**src/rtl/ppg_cal_ctrl_if.sv**
```systemverilog
// Analog front-end bus of the PPG calibration controller.
// ADC sample in; DC-comp DAC, PGA gain and LED drive out.
interface ppg_cal_ctrl_if #(
   parameter int ADC_W  = 8,
   parameter int DC_W   = 7,
   parameter int GAIN_W = 4,
   parameter int N_CH   = 2,
   parameter int CH_W   = (N_CH > 1) ? $clog2(N_CH) : 1
);
   logic [ADC_W-1:0]  ADC;
   logic [DC_W-1:0]   DC_Comp;
   logic [GAIN_W-1:0] PGA_Gain;
   logic [N_CH-1:0]   led_en;
   logic [CH_W-1:0]   ch_sel;
   logic              slot_end;

   modport master (
      input  ADC,
      output DC_Comp, PGA_Gain, led_en, ch_sel, slot_end
   );

   modport slave (
      output ADC,
      input  DC_Comp, PGA_Gain, led_en, ch_sel, slot_end
   );
endinterface

```
**src/rtl/ppg_cal_ctrl.sv**
```systemverilog
// Multi-channel PPG DC-comp / PGA calibration and LED multiplexer.
// CAL_GAIN_SEARCH_EN builds the per-channel PGA gain search.
module ppg_cal_ctrl #(
   parameter int ADC_W  = 8,
   parameter int DC_W   = 7,
   parameter int GAIN_W = 4,
   parameter int N_CH   = 2,
   parameter int TOL    = 2,
   parameter int SETTLE = 4,
   parameter int WIN    = 16,
   parameter int SWING  = 64,
   parameter int SLOT   = 32
) (
   input  logic            clk,
   input  logic            rst_n,
   input  logic            Find_Setting,
   ppg_cal_ctrl_if.master  afe,
   output logic            busy,
   output logic            cal_done,
   output logic [N_CH-1:0] cal_err
);
   localparam int CH_W = (N_CH > 1) ? $clog2(N_CH) : 1;
   localparam int CNT_MAX = (SLOT > WIN)
      ? ((SLOT > SETTLE) ? SLOT : SETTLE)
      : ((WIN > SETTLE) ? WIN : SETTLE);
   localparam int CNT_W = $clog2(CNT_MAX + 1);

   localparam logic [ADC_W-1:0] MID = ADC_W'((1 << (ADC_W-1)) - 1);
   localparam logic [ADC_W-1:0] TOL_V = ADC_W'(TOL);
   localparam logic [DC_W-1:0] DC_MID = DC_W'(1 << (DC_W-1));
   localparam logic [DC_W-1:0] STEP0 = DC_W'(1 << (DC_W-2));
   localparam logic [CH_W-1:0] CH_LAST = CH_W'(N_CH - 1);
   localparam logic [CNT_W-1:0] SET_LAST = CNT_W'(SETTLE - 1);
   localparam logic [CNT_W-1:0] SLOT_LAST = CNT_W'(SLOT - 1);
`ifdef CAL_GAIN_SEARCH_EN
   localparam logic [CNT_W-1:0] WIN_LAST = CNT_W'(WIN - 1);
   localparam logic [ADC_W-1:0] SWING_V = ADC_W'(SWING);
`else
   localparam logic [GAIN_W-1:0] GN_DEF = GAIN_W'(1 << (GAIN_W-1));
`endif

   if (N_CH < 1 || N_CH > 8 || SETTLE < 1 || WIN < 1 ||
       SLOT < 1 || SWING < 1) begin : g_bad_cfg
      $error("ppg_cal_ctrl: unsupported parameter set");
   end

   typedef enum logic [2:0] {
      IDLE,
      DC_SETTLE,
      DC_SAMPLE,
`ifdef CAL_GAIN_SEARCH_EN
      GN_SETTLE,
      GN_MEASURE,
`endif
      NEXT_CH,
      RUN
   } state_t;

   state_t            r_state, w_state;
   logic [CH_W-1:0]   r_ch, w_ch, w_nch, w_nch_run;
   logic [CNT_W-1:0]  r_cnt, w_cnt, w_cnt_inc;
   logic [DC_W-1:0]   r_step, w_step;
   logic [DC_W-1:0]   r_dc, w_dc;
   logic [GAIN_W-1:0] r_gn, w_gn, w_gn_val;
   logic [N_CH-1:0]   r_led, w_led;
   logic              r_slot_end, w_slot_end;
   logic              r_busy, w_busy;
   logic              r_done, w_done;
   logic [N_CH-1:0]   r_err, w_err;
   logic              w_dc_we, w_gn_we;
   logic              w_start, w_new_cal;
   logic [DC_W-1:0]   r_dc_mem [N_CH];
   logic [GAIN_W-1:0] r_gn_mem [N_CH];

   logic [ADC_W-1:0]  w_abs;
   logic              w_hit;
   logic [DC_W:0]     w_sum;
   logic [DC_W-1:0]   w_dc_up, w_dc_dn;

   assign w_abs = (afe.ADC > MID) ? afe.ADC - MID : MID - afe.ADC;
   assign w_hit = w_abs < TOL_V;
   // DAC code saturates at both rails instead of wrapping
   assign w_sum = {1'b0, r_dc} + {1'b0, r_step};
   assign w_dc_up = w_sum[DC_W] ? '1 : w_sum[DC_W-1:0];
   assign w_dc_dn = (r_dc > r_step) ? r_dc - r_step : '0;
   assign w_cnt_inc = r_cnt + CNT_W'(1);
   assign w_nch_run = (r_ch == CH_LAST) ? '0 : r_ch + CH_W'(1);

`ifdef CAL_GAIN_SEARCH_EN
   logic [ADC_W-1:0] r_min, r_max, w_lo, w_hi, w_range;
   assign w_lo = (r_cnt == '0 || afe.ADC < r_min) ? afe.ADC : r_min;
   assign w_hi = (r_cnt == '0 || afe.ADC > r_max) ? afe.ADC : r_max;
   assign w_range = w_hi - w_lo;
`endif

   function automatic logic [N_CH-1:0] f_onehot(
      input logic [CH_W-1:0] c
   );
      f_onehot = N_CH'(1) << c;
   endfunction

   always_comb begin
      w_state   = r_state;
      w_ch      = r_ch;
      w_cnt     = r_cnt;
      w_step    = r_step;
      w_dc      = r_dc;
      w_gn      = r_gn;
      w_led     = r_led;
      w_busy    = r_busy;
      w_done    = r_done;
      w_err     = r_err;
      w_dc_we   = 1'b0;
      w_gn_we   = 1'b0;
      w_gn_val  = r_gn;
      w_start   = 1'b0;
      w_new_cal = 1'b0;
      w_nch     = '0;
      unique case (r_state)
         IDLE: begin
            if (Find_Setting) begin
               w_start   = 1'b1;
               w_new_cal = 1'b1;
            end
         end
         DC_SETTLE: begin
            if (r_cnt == SET_LAST) begin
               w_state = DC_SAMPLE;
               w_cnt   = '0;
            end else begin
               w_cnt = w_cnt_inc;
            end
         end
         DC_SAMPLE: begin
            if (w_hit || r_step == '0) begin
               w_dc_we = 1'b1;
               if (!w_hit) w_err[r_ch] = 1'b1;
`ifdef CAL_GAIN_SEARCH_EN
               w_state = GN_SETTLE;
               w_cnt   = '0;
               w_gn    = '0;
`else
               w_gn_we  = 1'b1;
               w_gn_val = GN_DEF;
               w_state  = NEXT_CH;
`endif
            end else begin
               w_dc    = (afe.ADC > MID) ? w_dc_up : w_dc_dn;
               w_step  = r_step >> 1;
               w_state = DC_SETTLE;
               w_cnt   = '0;
            end
         end
`ifdef CAL_GAIN_SEARCH_EN
         GN_SETTLE: begin
            if (r_cnt == SET_LAST) begin
               w_state = GN_MEASURE;
               w_cnt   = '0;
            end else begin
               w_cnt = w_cnt_inc;
            end
         end
         GN_MEASURE: begin
            w_cnt = w_cnt_inc;
            if (r_cnt == WIN_LAST) begin
               w_cnt = '0;
               if (w_range < SWING_V && r_gn != '1) begin
                  w_gn    = r_gn + GAIN_W'(1);
                  w_state = GN_SETTLE;
               end else begin
                  w_gn_we = 1'b1;
                  w_state = NEXT_CH;
               end
            end
         end
`endif
         NEXT_CH: begin
            if (r_ch == CH_LAST) begin
               w_state = RUN;
               w_busy  = 1'b0;
               w_done  = 1'b1;
               w_ch    = '0;
               w_cnt   = '0;
               w_dc    = r_dc_mem[0];
               w_gn    = r_gn_mem[0];
               w_led   = f_onehot('0);
            end else begin
               w_start = 1'b1;
               w_nch   = r_ch + CH_W'(1);
            end
         end
         RUN: begin
            if (r_cnt != SLOT_LAST) begin
               w_cnt = w_cnt_inc;
            end else if (Find_Setting) begin
               w_start   = 1'b1;
               w_new_cal = 1'b1;
            end else begin
               w_cnt = '0;
               w_ch  = w_nch_run;
               w_dc  = r_dc_mem[w_nch_run];
               w_gn  = r_gn_mem[w_nch_run];
               w_led = f_onehot(w_nch_run);
            end
         end
         default: w_state = IDLE;
      endcase
      // Every channel search starts from mid-scale with zero gain
      if (w_start) begin
         w_state = DC_SETTLE;
         w_ch    = w_nch;
         w_cnt   = '0;
         w_dc    = DC_MID;
         w_step  = STEP0;
         w_gn    = '0;
         w_led   = f_onehot(w_nch);
      end
      if (w_new_cal) begin
         w_busy = 1'b1;
         w_done = 1'b0;
         w_err  = '0;
      end
      w_slot_end = (w_state == RUN) && (w_cnt == SLOT_LAST);
   end

   always_ff @(posedge clk) begin
      if (!rst_n) begin
         r_state    <= IDLE;
         r_ch       <= '0;
         r_cnt      <= '0;
         r_step     <= STEP0;
         r_dc       <= DC_MID;
         r_gn       <= '0;
         r_led      <= '0;
         r_slot_end <= 1'b0;
         r_busy     <= 1'b0;
         r_done     <= 1'b0;
         r_err      <= '0;
         for (int i = 0; i < N_CH; i++) begin
            r_dc_mem[i] <= DC_MID;
            r_gn_mem[i] <= '0;
         end
      end else begin
         r_state    <= w_state;
         r_ch       <= w_ch;
         r_cnt      <= w_cnt;
         r_step     <= w_step;
         r_dc       <= w_dc;
         r_gn       <= w_gn;
         r_led      <= w_led;
         r_slot_end <= w_slot_end;
         r_busy     <= w_busy;
         r_done     <= w_done;
         r_err      <= w_err;
         if (w_dc_we) r_dc_mem[r_ch] <= r_dc;
         if (w_gn_we) r_gn_mem[r_ch] <= w_gn_val;
      end
   end

`ifdef CAL_GAIN_SEARCH_EN
   always_ff @(posedge clk) begin
      if (!rst_n) begin
         r_min <= '0;
         r_max <= '0;
      end else if (r_state == GN_MEASURE) begin
         r_min <= w_lo;
         r_max <= w_hi;
      end
   end
`endif

   assign afe.DC_Comp  = r_dc;
   assign afe.PGA_Gain = r_gn;
   assign afe.led_en   = r_led;
   assign afe.ch_sel   = r_ch;
   assign afe.slot_end = r_slot_end;
   assign busy         = r_busy;
   assign cal_done     = r_done;
   assign cal_err      = r_err;
endmodule

```
**src/flat_wrapper.sv**
```systemverilog
// flat-port wrapper written by rule: the top's interface ports become plain ports
module ppg_cal_ctrl_flat 
#(
   parameter int ADC_W  = 8,
   parameter int DC_W   = 7,
   parameter int GAIN_W = 4,
   parameter int N_CH   = 2,
   parameter int TOL    = 2,
   parameter int SETTLE = 4,
   parameter int WIN    = 16,
   parameter int SWING  = 64,
   parameter int SLOT   = 32
)
  (clk, rst_n, Find_Setting, busy, cal_done, cal_err, afe_ADC, afe_DC_Comp, afe_PGA_Gain, afe_led_en, afe_ch_sel, afe_slot_end);
  ppg_cal_ctrl_if #(.N_CH(N_CH), .ADC_W(ADC_W), .DC_W(DC_W), .GAIN_W(GAIN_W)) afe_i ();
  input  logic clk;
  input  logic rst_n;
  input  logic Find_Setting;
  output logic busy;
  output logic cal_done;
  output logic [N_CH-1:0] cal_err;
  input wire logic [$bits(afe_i.ADC)-1:0] afe_ADC;
  output wire logic [$bits(afe_i.DC_Comp)-1:0] afe_DC_Comp;
  output wire logic [$bits(afe_i.PGA_Gain)-1:0] afe_PGA_Gain;
  output wire logic [$bits(afe_i.led_en)-1:0] afe_led_en;
  output wire logic [$bits(afe_i.ch_sel)-1:0] afe_ch_sel;
  output wire logic [$bits(afe_i.slot_end)-1:0] afe_slot_end;
  assign afe_i.ADC = afe_ADC;
  assign afe_DC_Comp = afe_i.DC_Comp;
  assign afe_PGA_Gain = afe_i.PGA_Gain;
  assign afe_led_en = afe_i.led_en;
  assign afe_ch_sel = afe_i.ch_sel;
  assign afe_slot_end = afe_i.slot_end;
  ppg_cal_ctrl #(.ADC_W(ADC_W), .DC_W(DC_W), .GAIN_W(GAIN_W), .N_CH(N_CH), .TOL(TOL), .SETTLE(SETTLE), .WIN(WIN), .SWING(SWING), .SLOT(SLOT)) u_core (.clk(clk), .rst_n(rst_n), .Find_Setting(Find_Setting), .afe(afe_i), .busy(busy), .cal_done(cal_done), .cal_err(cal_err));
endmodule
```
**config.mk**
```make
export PLATFORM = sky130hd
export DESIGN_NAME = ppg_cal_ctrl_flat
export DESIGN_NICKNAME = d
export VERILOG_FILES = /design/src/rtl/ppg_cal_ctrl_if.sv /design/src/rtl/ppg_cal_ctrl.sv /design/src/flat_wrapper.sv
export SDC_FILE = /design/constraint.sdc
export NUM_CORES = 1
export LEC_CHECK = 0
export ABC_CLOCK_PERIOD_IN_PS = 4300
export BUFFER_PORTS_ARGS = -buffer_cell sky130_fd_sc_hd__buf_4
export CORE_ASPECT_RATIO = 0.5
export CORE_MARGIN = 3
export CORE_UTILIZATION = 66
export CTS_BUF_LIST = sky130_fd_sc_hd__clkbuf_8
export CTS_CLUSTER_SIZE = 10
export DETAILED_ROUTE_END_ITERATION = 10
export PLACE_DENSITY = 0.93
export RECOVER_POWER = 100
export SETUP_SLACK_MARGIN = 0.02
export SLEW_MARGIN = 20
export SYNTH_ARGS = -nofsm -noshare
export SYNTH_HDL_FRONTEND = slang
export SYNTH_SLANG_ARGS = --single-unit
```
**constraint.sdc**
```tcl
create_clock -name clk -period 4.3 [get_ports clk]
set_input_delay 0.43 -clock clk [delete_from_list [all_inputs] [get_ports clk]]
set_output_delay 0.43 -clock clk [all_outputs]
set_load 0.02 [all_outputs]
```
**After elaboration in Yosys (flattened, before gate mapping)**

Memories as Yosys holds them, arrays and structs flattened.
Index checks and enable logic that the tools add are counted.

- Register bits: 34
- RAM bits: 22
- Bits of input ports: 11
- Output and inout bits: 19
- Logic and storage cells: 128
- Memories kept: 2

Memory list:

| name | depth | bits a word | rd ports | clocked after Yosys merged registers in | wr ports | line | text |
|---|---|---|---|---|---|---|---|
| u_core.r_dc_mem | 2 | 7 | 2 | 0 | 2 | ppg_cal_ctrl.sv:72 | `logic [DC_W-1:0] r_dc_mem [N_CH];` |
| u_core.r_gn_mem | 2 | 4 | 2 | 0 | 2 | ppg_cal_ctrl.sv:73 | `logic [GAIN_W-1:0] r_gn_mem [N_CH];` |

- Add/subtract/negate cells: 6
- $lt $le $gt $ge: 5
- Eq/ne operators: 15
- Shift operators: 2
- Muxes and demuxes: 60
- Bitwise gates (word level): 4
- Reductions and logical operators: 23

Operators by type and width:

| kind | number |
|---|---|
| two-way mux 7 bit | 8 |
| two-way mux 6 bit | 6 |
| two-way mux 4 bit | 6 |
| one-hot mux 6 bit (4 select lines) | 1 |
| two-way mux 1 bit | 22 |
| one-hot mux 7 bit (3 select lines) | 1 |
| one-hot mux 3 bit (4 select lines) | 1 |
| two-way mux 2 bit | 5 |
| two-way mux 3 bit | 3 |
| adder 7 x 6 -> 8 bit | 1 |
| greater-than comparator 8 x 7 -> 1 bit (second input constant) | 1 |
| less-than comparator 8 x 2 -> 1 bit (second input constant) | 1 |
| two-way mux 8 bit | 1 |
| one-hot mux 4 bit (2 select lines) | 1 |
| AND reduction 4 bit | 2 |
| subtractor 7 x 8 -> 8 bit (first input constant) | 1 |
| subtractor 8 x 7 -> 8 bit (second input constant) | 1 |
| greater-than comparator 7 x 6 -> 1 bit | 1 |
| zero test 7 bit | 1 |
| OR reduction 7 bit | 1 |
| subtractor 7 x 6 -> 7 bit | 1 |
| adder 6 x 1 -> 6 bit (second input constant) | 1 |
| equality test 3 x 2 -> 1 bit (second input constant) | 2 |
| equality test 3 bit (second input constant) | 2 |
| 28 further kinds | 44 |

**Longest topological paths before layout**

- Depth in word-level cells: 11
- Gate-level depth with buffers: 11
- Gate-level depth less buffers: 11

**Worst setup path after synthesis**

No wires, ideal clock.

- Kind: input to register
- Start point: in afe_ADC[0]
- End point: mem u_core.r_dc_mem[0][0] (enable)
- Library setup time: 394 ps
- Arrival time: 2548 ps
- Data required time: 3906 ps
- Slack: 1358 ps
- Stages: 7
- Buffers on the path: 0
- Cells stage by stage: ha_1 > or4_1 > nor3_2 > a21oi_1 > a21boi_1 > nand2_1 > o21ai_0

RTL lines:

| element | line | text |
|---|---|---|
| from (decl) | flat_wrapper.sv:22 | `input wire logic [$bits(afe_i.ADC)-1:0] afe_ADC;` |
| to (decl) | ppg_cal_ctrl.sv:72 |  |

**Final worst setup path**

- Start point: reg u_core.r_state[1]
- End point: reg u_core.r_dc[3] (netlist: u_core.afe.DC_Comp[3])

- Cells in the longest elaborated chain, start to end: 3
- Elaborated cells between the ends (all ways): 13
- Those cells by class: eq/ne (7); mux (2); reduce/logical (4)

Ends and longest elaborated chain:

| element | line | text |
|---|---|---|
| from (decl) | ppg_cal_ctrl.sv:59 | `state_t r_state, w_state;` |
| from (signal assigned) | ppg_cal_ctrl.sv:244 | `r_state <= w_state;` |
| equality test 3 x 2 -> 1 bit, or another cell as far along | ppg_cal_ctrl.sv:119 | `unique case (r_state)` |
| inequality test 2 bit (no line), or another cell as far along | - |  |
| AND reduction 5 bit (no line) / OR reduction 2 bit (equally long branches) | - |  |
| to (signal assigned) | ppg_cal_ctrl.sv:248 | `r_dc <= w_dc;` |
| to (decl) | ppg_cal_ctrl.sv:63 | `logic [DC_W-1:0] r_dc, w_dc;` |

Several ways; a longest one is shown, not always the timed one.
A chain may end at the register's enable or synchronous reset.

==> flow_metrics.env <==
export IMPL_status="finished, violations left"
export IMPL_failed_checks="max-capacitance violations, max-slew violations"
export IMPL_n_fill_cell=348
export IMPL_crit_required_ns=4.43
export IMPL_top_usage_layer="met2"
export IMPL_syn_cell_area_sq_um=3270
export IMPL_synth_cells=360
export IMPL_crit_path_end_kind="flop"
export IMPL_routed_wirelength_microns=8170
export IMPL_use_met3_pct=5.21
export IMPL_initial_core_util_pct=71.2
export IMPL_worstMarginPinSlew_ns=2.18
export IMPL_relSlewSlack_pct=-45.9
export IMPL_synth_flop_cell="dfxtp_1"
export IMPL_cts_resized=0
export IMPL_clk_insertion_delay_late_ns=0.32
export IMPL_ys_warn_count=0
export IMPL_yosysMostFrequentCell="nor2_1"
export IMPL_drv_slew=26
export IMPL_drtPass1Iterations=5
export IMPL_drtAntennaViolNets=0
export IMPL_grt_pass1_wl_microns=13700
export IMPL_clockRootBuffer="clkbuf_8"
export IMPL_crit_family="compound AO/OA/AOI/OAI gates"
export IMPL_io_pins=30
export IMPL_grt_pass1_vias=2808
export IMPL_coreArea_sq_um=4590
export IMPL_cp_arrival_ns=3.63
export IMPL_r2r_slack_ns=0.80
export IMPL_async_flop_share_pct=0
export IMPL_setup_viol=0
export IMPL_numCtsBuffers=5
export IMPL_grt_total_usage_pct=28.9
export IMPL_min_delay_start="rst_n"
export IMPL_drtIter0Drc=347
export IMPL_worst_path_max_delay_cell="o211ai_1"
export IMPL_r2r_end="u_core.afe.DC_Comp[3]"
export IMPL_syn_avg_cell_area_sq_um=9.09
export IMPL_cts_hold_buf=0
export IMPL_whs_ns=0.398
export IMPL_rsz0062_at_grt="no"
export IMPL_ir_drop_mv=0.176
export IMPL_cts_tree="built"
export IMPL_gr_usage_met1_pct=38.0
export IMPL_hold_violations=0
export IMPL_postCtsSetupRepairBufs=0
export IMPL_yosysTopAreaCell="dfxtp_1"
export IMPL_dieArea_sq_um=5890
export IMPL_layout_nets=413
export IMPL_hp_class="in2reg"
export IMPL_drv_cap=1
export IMPL_synth_edf_count=22
export IMPL_critPathLaunchType="flop"
export IMPL_ys_types=74
export IMPL_ys_top_cells_by_area="dfxtp_1 21%, edfxtp_1 20%, ha_1 5.4%"
export IMPL_drive_above_1_share_pct=6.72
export IMPL_wl_per_cell_microns=18.0
export IMPL_die_width_microns=106
export IMPL_finalCriticalPeriod_ns=3.50
export IMPL_dpl_hpwl_microns=6020
export IMPL_p_per_area_nw_per_um2=264
export IMPL_vias=2941
export IMPL_max_stage_delay_ns=1.71
export IMPL_clock_skew_ns=0.0115
export IMPL_grt_overflow=0
export IMPL_crit_chain="inv_1 > or2_0 > o211ai_1 > nor2_1 > o2bb2ai_1"
export IMPL_fin_setup_tns_ns=0
export IMPL_crit_type="reg2reg"
export IMPL_antenna_found_initial=0
export IMPL_cp_buffers_inverters=1
export IMPL_clk_path_buf_depth=2
export IMPL_reg2reg_from="u_core.r_state[1]"
export IMPL_h_tree_depth=2
export IMPL_r2r_cells=5
export IMPL_dp_cells=445
export IMPL_synth_seq_cells=56
export IMPL_diodes=0
export IMPL_drt_drc_violations_left=0
export IMPL_power_leakage_nw=1.23
export IMPL_area_growth_pct=7.00
export IMPL_clock_fmax_mhz=286
export IMPL_path_clk_slew_ns=0.11
export IMPL_rows=17
export IMPL_port_buffer_count=29
export IMPL_grt_max_degree=26
export IMPL_finalWorstSetupSlack_ns=0.799
export IMPL_dieHeight_microns=55.8
export IMPL_clock_sinks=56
export IMPL_instances_no_fill=453
export IMPL_place_ws_ns=1.26
export IMPL_hold_path_endpoint="u_core.afe.led_en[0]"
export IMPL_cp_max_fo=25
export IMPL_ys_seq_area_share_pct=41.0
export IMPL_met2_usage_pct=47.7
export IMPL_finalCritPeriodShare_pct=81.4
export IMPL_hold_path_depth=3
export IMPL_globalplace_congestion=0.934
export IMPL_synthTopCellsByCount="40 x nor2_1, 34 x dfxtp_1, 30 x a21oi_1"
export IMPL_drt_vias_per_instance=6.49
export IMPL_synth_top_cell_area_share_pct=20.8
==> routing by layer <==
metal | routed length (microns) | share of wire [%]
met5 | 0 | 0
met4 | 272 | 3.3
met3 | 747 | 9.1
met2 | 3660 | 45
met1 | 3490 | 43
==> worst max-delay path by stage <==
stage                            startpoint               endpoint  slack, ns  cells past startpoint
after floorplan                  afe_ADC[0]  u_core.r_dc_mem[0][0]       1.36                      7
after global placement           afe_ADC[0]  u_core.r_dc_mem[0][3]       1.37                      9
after detailed placement         afe_ADC[0]  u_core.afe.DC_Comp[5]       1.26                      9
after CTS                 u_core.r_state[1]  u_core.afe.DC_Comp[5]       1.39                      7
after global routing      u_core.r_state[1]  u_core.afe.DC_Comp[3]       0.67                      5
final                     u_core.r_state[1]  u_core.afe.DC_Comp[3]       0.80                      5
==> layout by cell type (no fill, tap or decap), drive strengths merged, types with 3 or more instances in the layout <==
cell type / count
o21bai: 4
clkbuf: 27
xor2: 3
a21boi: 5
nor2: 41
conb: 6
a21o: 4
dfxtp: 34
nor3: 12
and2: 11
nand2: 29
edfxtp: 22
nor4: 3
or3: 5
inv: 17
a22oi: 3
o211ai: 5
buf: 10
a211oi: 7
nand3: 12
ha: 14
nand2b: 5
xnor2: 5
nor2b: 3
mux2i: 4
o21ai: 17
a21oi: 31
a221oi: 4
==> logic make-up after synthesis <==
family / Yosys count / share of synthesized area (%)
AND/OR/NAND/NOR: 133 / 20.9
AO/OA/AOI/OAI: 107 / 23.3
flip-flops: 56 / 41.0
buffers and inverters: 35 / 4.70
adder cells (fa/ha/maj): 16 / 6.58
XOR/XNOR: 8 / 2.14
multiplexers: 4 / 1.22
other: 1 / 0.115
==> stage by stage <==
stage                     instance area [sq um]  power [mW]  util [%]
after detailed placement                   3520       0.645      76.7
after CTS                                  3610       0.922      78.6
after global routing                       3500       0.946      76.2
final                                      3500       0.924      76.2
after floorplan                            3290       0.621         -
after global placement                     3520       0.641      76.7
==> sequential cells by signal, indices dropped and copies added (netlist names) <==
signal               count
u_core.afe.DC_Comp       7
u_core.afe.PGA_Gain      4
u_core.afe.ch_sel        1
u_core.afe.led_en        2
u_core.afe.slot_end      1
u_core.busy              1
u_core.cal_done          1
u_core.cal_err           2
u_core.r_cnt             6
u_core.r_dc_mem         14
u_core.r_gn_mem          8
u_core.r_state           3
u_core.r_step            6
==> power by group <==
group          leakage (nW)  internal, mW  switching, mW
registers             0.492         0.564        0.00898
clock network        0.0455         0.114          0.178
logic                 0.695        0.0201         0.0384
total                  1.23         0.698          0.226
==> worst min-delay path, stage by stage <==
cell     delay (ns)
buf_4          0.15
nand2_1        0.06
a21oi_1        0.03
==> area by class of cell <==
cell class,count,area [sq um],share of cell area (%)
multi-input combinational,274,1770,50.5
sequential,56,1340,38.3
timing repair buffer,32,158,4.50
tap,66,82.6,2.36
clock buffer,5,68.8,1.96
inverter,17,63.8,1.82
clock inverter,3,20.0,0.572
Note: power is estimated with default switching activity, not from simulation.
